<file path="src/rtl/cache_ctrl.sv">
// Sequencing controller for a direct-mapped, one-word-per-line cache:
// lookup on hit, memory fetch and fill on read miss, write-through without allocate.
module cache_ctrl #(
    parameter int NUM_CACHE_LINES = 4,
    parameter int ADDR_WIDTH      = 32,
    parameter int DATA_WIDTH      = 32,
    parameter int CNT_WIDTH       = 16
) (
    input  logic                  clk,
    input  logic                  reset,
    input  logic                  req_valid,
    input  logic                  req_write,
    input  logic [ADDR_WIDTH-1:0] req_addr,
    input  logic [DATA_WIDTH-1:0] req_wdata,
    output logic                  req_ready,
    output logic                  resp_valid,
    output logic [DATA_WIDTH-1:0] resp_rdata,
    output logic                  cache_read_write,
    output logic [ADDR_WIDTH-1:0] cache_inp,
    output logic [DATA_WIDTH-1:0] cache_data_in,
    output logic                  cache_valid_in,
    input  logic                  cache_hit,
    input  logic [DATA_WIDTH-1:0] cache_data_out,
    output logic                  mem_req_valid,
    input  logic                  mem_req_ready,
    output logic                  mem_req_write,
    output logic [ADDR_WIDTH-1:0] mem_req_addr,
    output logic [DATA_WIDTH-1:0] mem_req_wdata,
    input  logic                  mem_resp_valid,
    input  logic [DATA_WIDTH-1:0] mem_resp_data,
    output logic [CNT_WIDTH-1:0]  hit_count,
    output logic [CNT_WIDTH-1:0]  miss_count,
    output logic [2:0]            dbg_state
);

    typedef enum logic [2:0] {
        IDLE    = 3'd0,
        LOOKUP  = 3'd1,
        RD_REQ  = 3'd2,
        RD_WAIT = 3'd3,
        FILL    = 3'd4,
        WR_REQ  = 3'd5,
        WR_WAIT = 3'd6
    } state_t;

    state_t                state, state_nxt;
    logic [ADDR_WIDTH-1:0] addr_q;
    logic                  write_q;
    logic [DATA_WIDTH-1:0] wdata_q;
    logic [DATA_WIDTH-1:0] fill_q;
    logic                  hit_inc, miss_inc, resp_set;
    logic [DATA_WIDTH-1:0] resp_data_nxt;

    // Handshakes: a core request transfers on a cycle where req_valid && req_ready;
    // a memory request transfers on a cycle where mem_req_valid && mem_req_ready,
    // and its fields come from the request registers so they hold until then.
    // mem_resp_valid is a single-cycle strobe with no back-pressure.

    always_ff @(posedge clk) begin
        if (reset) state <= IDLE;
        else       state <= state_nxt;
    end

    always_comb begin
        state_nxt = state;
        case (state)
            IDLE:    if (req_valid) state_nxt = LOOKUP;
            LOOKUP: begin
                if (write_q)        state_nxt = WR_REQ;
                else if (cache_hit) state_nxt = IDLE;
                else                state_nxt = RD_REQ;
            end
            RD_REQ:  if (mem_req_ready)  state_nxt = RD_WAIT;
            RD_WAIT: if (mem_resp_valid) state_nxt = FILL;
            FILL:    state_nxt = IDLE;
            WR_REQ:  if (mem_req_ready)  state_nxt = WR_WAIT;
            WR_WAIT: if (mem_resp_valid) state_nxt = IDLE;
            default: state_nxt = IDLE;
        endcase
    end

    always_comb begin
        req_ready        = (state == IDLE);
        mem_req_valid    = (state == RD_REQ) || (state == WR_REQ);
        cache_read_write = 1'b0;
        cache_valid_in   = 1'b0;
        cache_data_in    = wdata_q;
        hit_inc          = 1'b0;
        miss_inc         = 1'b0;
        resp_set         = 1'b0;
        resp_data_nxt    = '0;
        case (state)
            LOOKUP: begin
                hit_inc  = cache_hit;
                miss_inc = !cache_hit;
                if (cache_hit && write_q) begin
                    cache_read_write = 1'b1;
                    cache_valid_in   = 1'b1;
                end
                if (cache_hit && !write_q) begin
                    resp_set      = 1'b1;
                    resp_data_nxt = cache_data_out;
                end
            end
            FILL: begin
                cache_read_write = 1'b1;
                cache_valid_in   = 1'b1;
                cache_data_in    = fill_q;
                resp_set         = 1'b1;
                resp_data_nxt    = fill_q;
            end
            WR_WAIT: resp_set = mem_resp_valid;
            default: ;
        endcase
        // The cache is not reset with us, so a reset cycle must never write it.
        if (reset) begin
            cache_read_write = 1'b0;
            cache_valid_in   = 1'b0;
        end
    end

    always_ff @(posedge clk) begin
        if (reset) begin
            addr_q     <= '0;
            write_q    <= 1'b0;
            wdata_q    <= '0;
            fill_q     <= '0;
            resp_valid <= 1'b0;
            resp_rdata <= '0;
            hit_count  <= '0;
            miss_count <= '0;
        end else begin
            if (state == IDLE && req_valid) begin
                addr_q  <= req_addr;
                write_q <= req_write;
                wdata_q <= req_wdata;
            end
            if (state == RD_WAIT && mem_resp_valid) fill_q <= mem_resp_data;
            resp_valid <= resp_set;
            resp_rdata <= resp_data_nxt;
            if (hit_inc && hit_count != '1)   hit_count  <= hit_count + 1'b1;
            if (miss_inc && miss_count != '1) miss_count <= miss_count + 1'b1;
        end
    end

    assign cache_inp     = addr_q;
    assign mem_req_addr  = addr_q;
    assign mem_req_write = write_q;
    assign mem_req_wdata = wdata_q;
    assign dbg_state     = state;

endmodule
</file>
<file path="config.mk">
export PLATFORM = sky130hd
export DESIGN_NAME = cache_ctrl
export DESIGN_NICKNAME = d
export VERILOG_FILES = /design/src/rtl/cache_ctrl.sv
export SDC_FILE = /design/constraint.sdc
export NUM_CORES = 1
export LEC_CHECK = 0
export ABC_AREA = 1
export CAP_MARGIN = 10
export CORE_MARGIN = 4
export CORE_UTILIZATION = 37
export DETAILED_ROUTE_END_ITERATION = 16
export PLACE_DENSITY = 0.78
export SLEW_MARGIN = 30
export SYNTH_ARGS = -nofsm -noshare
export SYNTH_HDL_FRONTEND = slang
export SYNTH_SLANG_ARGS = --single-unit
</file>
<file path="constraint.sdc">
create_clock -name clk -period 1.9 [get_ports clk]
set_input_delay 0.57 -clock clk [delete_from_list [all_inputs] [get_ports clk]]
set_output_delay 0.57 -clock clk [all_outputs]
set_load 0.05 [all_outputs]
</file>
==> results of run 1 <==
[path summary, 6_finish.rpt]
path	cells past startpoint	end	startpoint	slack, ps
hold / removal	2	fill_q[7]	fill_q[7]	460
hold reg to reg	2	fill_q[7]	fill_q[7]	460
setup reg to reg	10	mem_req_wdata[17]	dbg_state[1]	30
setup / recovery	7	cache_read_write	dbg_state[1]	-340
[per-layer routing]
layer / vias to the layer above / wire length [microns] / track usage (%)
met2: 306 / 12500 / 38.7
met1: 3617 / 10000 / 26.0
met4: 0 / 825 / 8.53
met5: - / 0 / 0
met3: 54 / 1990 / 6.23
li1: 3836 / - / -
[state kept, by name, summed over array words and instances (netlist names)]
name,count
cache_inp,32
dbg_state,3
fill_q,32
hit_count,16
mem_req_wdata,32
mem_req_write,1
miss_count,16
resp_rdata,32
resp_valid,1
[layout make-up]
cell class,instances,area share (%)
well taps,260,2.70
repair buffers,396,31.8
inverters,103,3.33
clock inverters,14,1.46
flip-flops and latches,165,27.5
multi-input cells,640,29.6
clock buffers,17,3.53
[where the power goes]
part | internal [mW] | leakage [nW] | switching, mW
Sequential | 4.01 | 1.35 | 0.336
Clock | 1.97 | 0.287 | 1.51
Combinational | 3.00 | 3.36 | 5.42
[tightest hold or removal path, delay by kind of cell (launching register included)]
family,cells,cell delay (ps)
AO/OA/AOI/OAI,1,60
flip-flops,1,300
buffers and inverters,1,60
[metrics by stage]
step           cell area (sq um)  instances  setup slack, ps  setup TNS (ps)  utilization [%]
6_report                   12000       1595             -340          -10240             63.8
5_1_grt                    12000       1595             -405          -13150             63.8
4_1_cts                    11800       1590             -357          -11360             62.7
3_5_place_dp               10900       1557             -365           -2300             57.8
2_1_floorplan               7660        994             -242            -411                -
3_3_place_gp               10900       1557             -336           -1290             57.8
[cell usage in the layout, fill, tap and decap left out, types with 3 or more instances in the layout]
cell               n
nand2_1          146
buf_6             14
buf_12            24
clkinv_4           4
nor2_2            11
buf_8             23
inv_6              4
nand4_1            6
o21bai_4          30
nand3_1           59
nor2_1           123
dfxtp_4            3
o21ai_0           68
inv_2              3
nand3_2            3
o21ai_1            3
nor3_1             7
a21oi_1          145
nor2_4            24
inv_1             96
dfxtp_1          162
clkdlybuf4s50_1  132
buf_4            201
clkbuf_16         17
[logic make-up (layout without fill, tap and decap cells)]
family,after synthesis,after routing,synth area share (%)
AND/OR/NAND/NOR,387,387,22.5
AO/OA/AOI/OAI,250,250,18.6
buffers and inverters,189,530,12.4
flip-flops,165,165,46.1
adder cells (fa/ha/maj),2,2,0.349
XOR/XNOR,1,1,0.122
[repair_timing]
action                                  4_1_cts  5_1_grt
hold buffers                                  0        0
endpoints found under the setup margin       36       36
pin swaps                                     5        7
gates resized for setup                      86       42
setup buffers                                 2        6
[cell usage after synthesis (all sizes together)]
cell type  instances
or2                1
nor3               8
a31oi              1
ha                 2
buf               54
o21ai             71
xor2               1
a21oi            146
o21bai            32
inv              103
nand2            150
dfxtp            165
nor2             158
clkbuf            32
nand4              6
nand3             64
==> summary.md, run 1 <==
| Metric | Value |
|---|---|
| Global Route Usage Sum | 22.3% |
| Final setup viols | 35 |
| Gr ovfl total | 0 |
| Root Buffer | clkbuf_16 |
| Cell chain of the critical path | buf_8 > nor2_4 > nand3_4 > inv_2 > nand2_2 > a21oi_4 > buf_12 |
| WP buf/inv | 3 |
| ANT cells | 0 |
| Setup Skew | 14.5 ps |
| Worst-Skew Late Latency | 420 ps |
| Core region area | 0.0189 sq mm |
| Clock sink total | 165 |
| DRC viols | 0 |
| CTS clk-pin slew, worst paths | 60 ps |
| CTS Buf Count | 17 |
| Initial DRC count | 273 |
| TritonCTS clock tree | built |
| Post-synth cell types | 26 |
| Seq cells post-synth | 165 |
| Pin count of the biggest net entering global routing | 65 |
| WL/cell | 15.9 microns |
| Max H-tree Level | 4 |
| IO Port Bufs | 335 |
| Final setup margin | -340 ps |
| Reg area | 0.00331 sq mm |
| Worst-path fanout max | 6 |
| Tmin final | 2240 ps |
| Share of layout cells above drive strength 1 | 28.7% |
| Die ar. | 0.0217 sq mm |
| Top post-synthesis cells by area | dfxtp_1, a21oi_1, nor2_1, nand2_1, inv_1 |
| Initial antenna violation count | 0 |
| WL final | 25,400 microns |
| Top Ports | 336 |
| Cells after Synth | 994 |
| Worst EP required | 1330 ps |
| Global-route wire length before repair | 39,100 microns |
| CP startpoint kind | flip-flop |
| P&R area growth vs syn | 68.1% |
| GP Congestion | 0.905 |
| WP data arrival | 1670 ps |
| Syn Area/Cell | 7.21 sq um |
| Max Cap Viol | 0 |
| Total number of vias | 7,813 |
| Status | finished, violations left |
| Total power | 16.3 mW |
| FP Rows | 50 |
| Fin. max-slew vios | 0 |
| Worst path max stage delay | 360 ps |
| Starting density of the core | 37.9% |
| Area share of the largest cell type after synthesis | 46.1% |
| Fin nets | 1,460 |
| Multi-input logic area | 0.00357 sq mm |
| CP top delay family | buffers and inverters |
| Pwr Density | 1350 mW/mm^2 |
| Die H | 147 microns |
| Violated checks | negative setup slack |
| Hold Path Class | flip-flop to flip-flop |
| Die Wd | 147 microns |
| Final ANT Viol Nets | 0 |
| Max clock buf depth | 2 |
| CP max stage cell | dfxtp_4 |
| Net Count, Synth | 1,131 |
| VDD IR max | 631 uV |
| Register area share after synthesis | 46.1% |
| Setup crit end kind | output pin |
| Mapped cell area | 0.00716 sq mm |
| Final worst-path cycle share | 118% |
| Fmax | 0.446 GHz |
| Post-synth top area cell | dfxtp_1 |
| Leakage dissipation | 5.00 nW |
| Synth warn | 0 |
| Slew HR | 74.0% |
| RSZ-0062 raised after global routing | yes |
| Slew of the pin with the lowest slew margin | 389 ps |
| FILL cells | 1,584 |
| Vias in the first global route | 7,439 |
| DR pass1 iterations | 5 |
| WS Path Type | flip-flop to output pin |
| Worst Hold Slack | 458 ps |
| Via density | 4.90 |
| Fin. Hold Viols | 0 |
| Post-DP HPWL | 19,100 microns |
Note: power is estimated with default switching activity, not from simulation.
==> run 2: changes to the inputs <==
--- a/config.mk
+++ b/config.mk
@@ -10,6 +10,7 @@
 export CORE_MARGIN = 4
 export CORE_UTILIZATION = 37
 export DETAILED_ROUTE_END_ITERATION = 16
+export MAX_ROUTING_LAYER = met4
 export PLACE_DENSITY = 0.78
 export SLEW_MARGIN = 30
 export SYNTH_ARGS = -nofsm -noshare
==> run 2 against run 1 <==
Effect of this change: the run still ends with negative setup slack left; non-clock buffer count is 8 lower; clock power is 8.3% higher; via count is 1.1% lower; final cell count is 0.25% lower.
==> summary.md, run 2 (synthesis gave the netlist of run 1 again) <==
| Metric | Value |
|---|---|
| Initial antenna violation count | 2 |
| Starting density of the core | 37.9% |
| GP Congestion | 0.868 |
| DRC viols | 0 |
| Clock sink total | 165 |
| Most frequent cells in the layout | buf_4, dfxtp_1, nand2_1 |
| Share of layout cells above drive strength 1 | 28.0% |
| Pre-CTS setup slack | -353 ps |
| Final ANT Viol Nets | 0 |
| WL/cell | 16.1 microns |
| Final worst-path cycle share | 119% |
| Worst-Skew Late Latency | 420 ps |
| Worst r2r dst | miss_count[7] |
| Worst-path fanout max | 4 |
| CP startpoint kind | flip-flop |
| Tmin final | 2260 ps |
| CTS clk-pin slew, worst paths | 60 ps |
| Status | finished, violations left |
| Setup Skew | 14.8 ps |
| Fin nets | 1,453 |
| WS Path Type | flip-flop to output pin |
| VDD IR max | 752 uV |
| Vias in the first global route | 7,527 |
| DR pass1 iterations | 5 |
| Die ar. | 0.0217 sq mm |
| Max H-tree Level | 4 |
| Pin count of the biggest net entering global routing | 65 |
| Flop2flop setup slack | 190 ps |
| Setup crit end kind | output pin |
| IO Port Bufs | 335 |
| Total power | 16.5 mW |
| Slew of the pin with the lowest slew margin | 463 ps |
| Violated checks | negative setup slack |
| Die H | 147 microns |
| Top Ports | 336 |
| Slew HR | 69.1% |
| FP Rows | 50 |
| Fmax | 0.443 GHz |
| Die Wd | 147 microns |
| Fin. max-slew vios | 0 |
| Core region area | 0.0189 sq mm |
| Max Cap Viol | 0 |
| Hold Crit Depth | 2 |
| Total number of vias | 7,728 |
| Global-route wire length before repair | 39,700 microns |
| Max clock buf depth | 2 |
| Final setup viols | 36 |
| Fin. Hold Viols | 0 |
| Worst EP required | 1330 ps |
| Gr ovfl total | 0 |
| Hold Startpoint | fill_q[10] |
| Most common cell after layout, fill and taps aside | buf_4 |
| Hold Path Class | flip-flop to flip-flop |
| Hold path endpoint | fill_q[10] |
| CTS Buf Count | 17 |
| TritonCTS clock tree | built |
| WL final | 25,700 microns |
| Pwr Density | 1370 mW/mm^2 |
| P&R area growth vs syn | 67.7% |
| Leakage dissipation | 4.98 nW |
| Initial DRC count | 296 |
| Final setup margin | -356 ps |
| Root Buffer | clkbuf_16 |
| Reg2Reg Launch Point | dbg_state[2] |
| Via density | 4.86 |
| FF-to-FF path depth | 11 |
| RSZ-0062 raised after global routing | yes |
| Post-DP HPWL | 18,500 microns |
| Global Route Usage Sum | 23.4% |
| WP data arrival | 1690 ps |
-- run 2: repair_timing --
action,in CTS,in global routing
hold buffers,0,0
setup endpoints to repair,36,36
gates resized for setup,97,12
buffers inserted,2,2
cloned,2,1
pin swaps,5,2
-- run 2: power by group --
| part | switching (mW) | internal (mW) |
|---|---|---|
| logic | 5.41 | 2.96 |
| registers | 0.328 | 4.00 |
| clock network | 1.53 | 2.25 |
| total | 7.27 | 9.21 |
-- run 2: metal layers --
metal | global-route usage (%) | wire (microns) | vias to the layer above
met4 | 8.29 | 650 | 0
li1 | - | - | 3827
met2 | 39.4 | 12800 | 293
met3 | 4.94 | 1740 | 44
met1 | 27.6 | 10500 | 3564
met5 | - | 0 | -
-- run 2: through the flow --
stage	std cells	util, %	cell area (sq um)	hold slack (ps)	setup TNS, ps
after floorplan	994	-	7660	430	-411
after global placement	1550	57.5	10900	437	-1590
after detailed placement	1550	57.5	10900	441	-2640
after CTS	1586	63.0	11900	454	-12970
after global routing	1591	63.6	12000	496	-14660
final	1591	63.6	12000	455	-11770
-- run 2: cell type report --
| class | instances | area, sq um |
|---|---|---|
| Fill cell | 1585 | 6880 |
| Timing Repair Buffer | 388 | 3790 |
| Multi-Input combinational cell | 641 | 3540 |
| Sequential cell | 165 | 3310 |
| Clock buffer | 18 | 429 |
| Inverter | 103 | 398 |
| Tap cell | 260 | 325 |
| Clock inverter | 14 | 216 |
| Antenna cell | 2 | 5.00 |
-- run 2: worst max-delay path, stage by stage, from the launching register on --
cell      delay (ps)
dfxtp_4          340
inv_2             40
nor2_4           140
buf_12           120
nand2_4           80
nor2_1           210
o21bai_4         170
buf_6            170
-- run 2: worst max-delay path by stage --
| stage | startpoint | to | slack (ps) | cells past startpoint |
|---|---|---|---|---|
| CTS | dbg_state[2] | cache_data_in[26] | -410 | 7 |
| global route | dbg_state[2] | cache_data_in[24] | -440 | 7 |
| finish | dbg_state[2] | cache_data_in[6] | -360 | 7 |
| global placement | cache_hit | cache_read_write | -340 | 6 |
| detailed placement | cache_hit | cache_read_write | -350 | 6 |
| floorplan | dbg_state[1] | cache_valid_in | -240 | 7 |
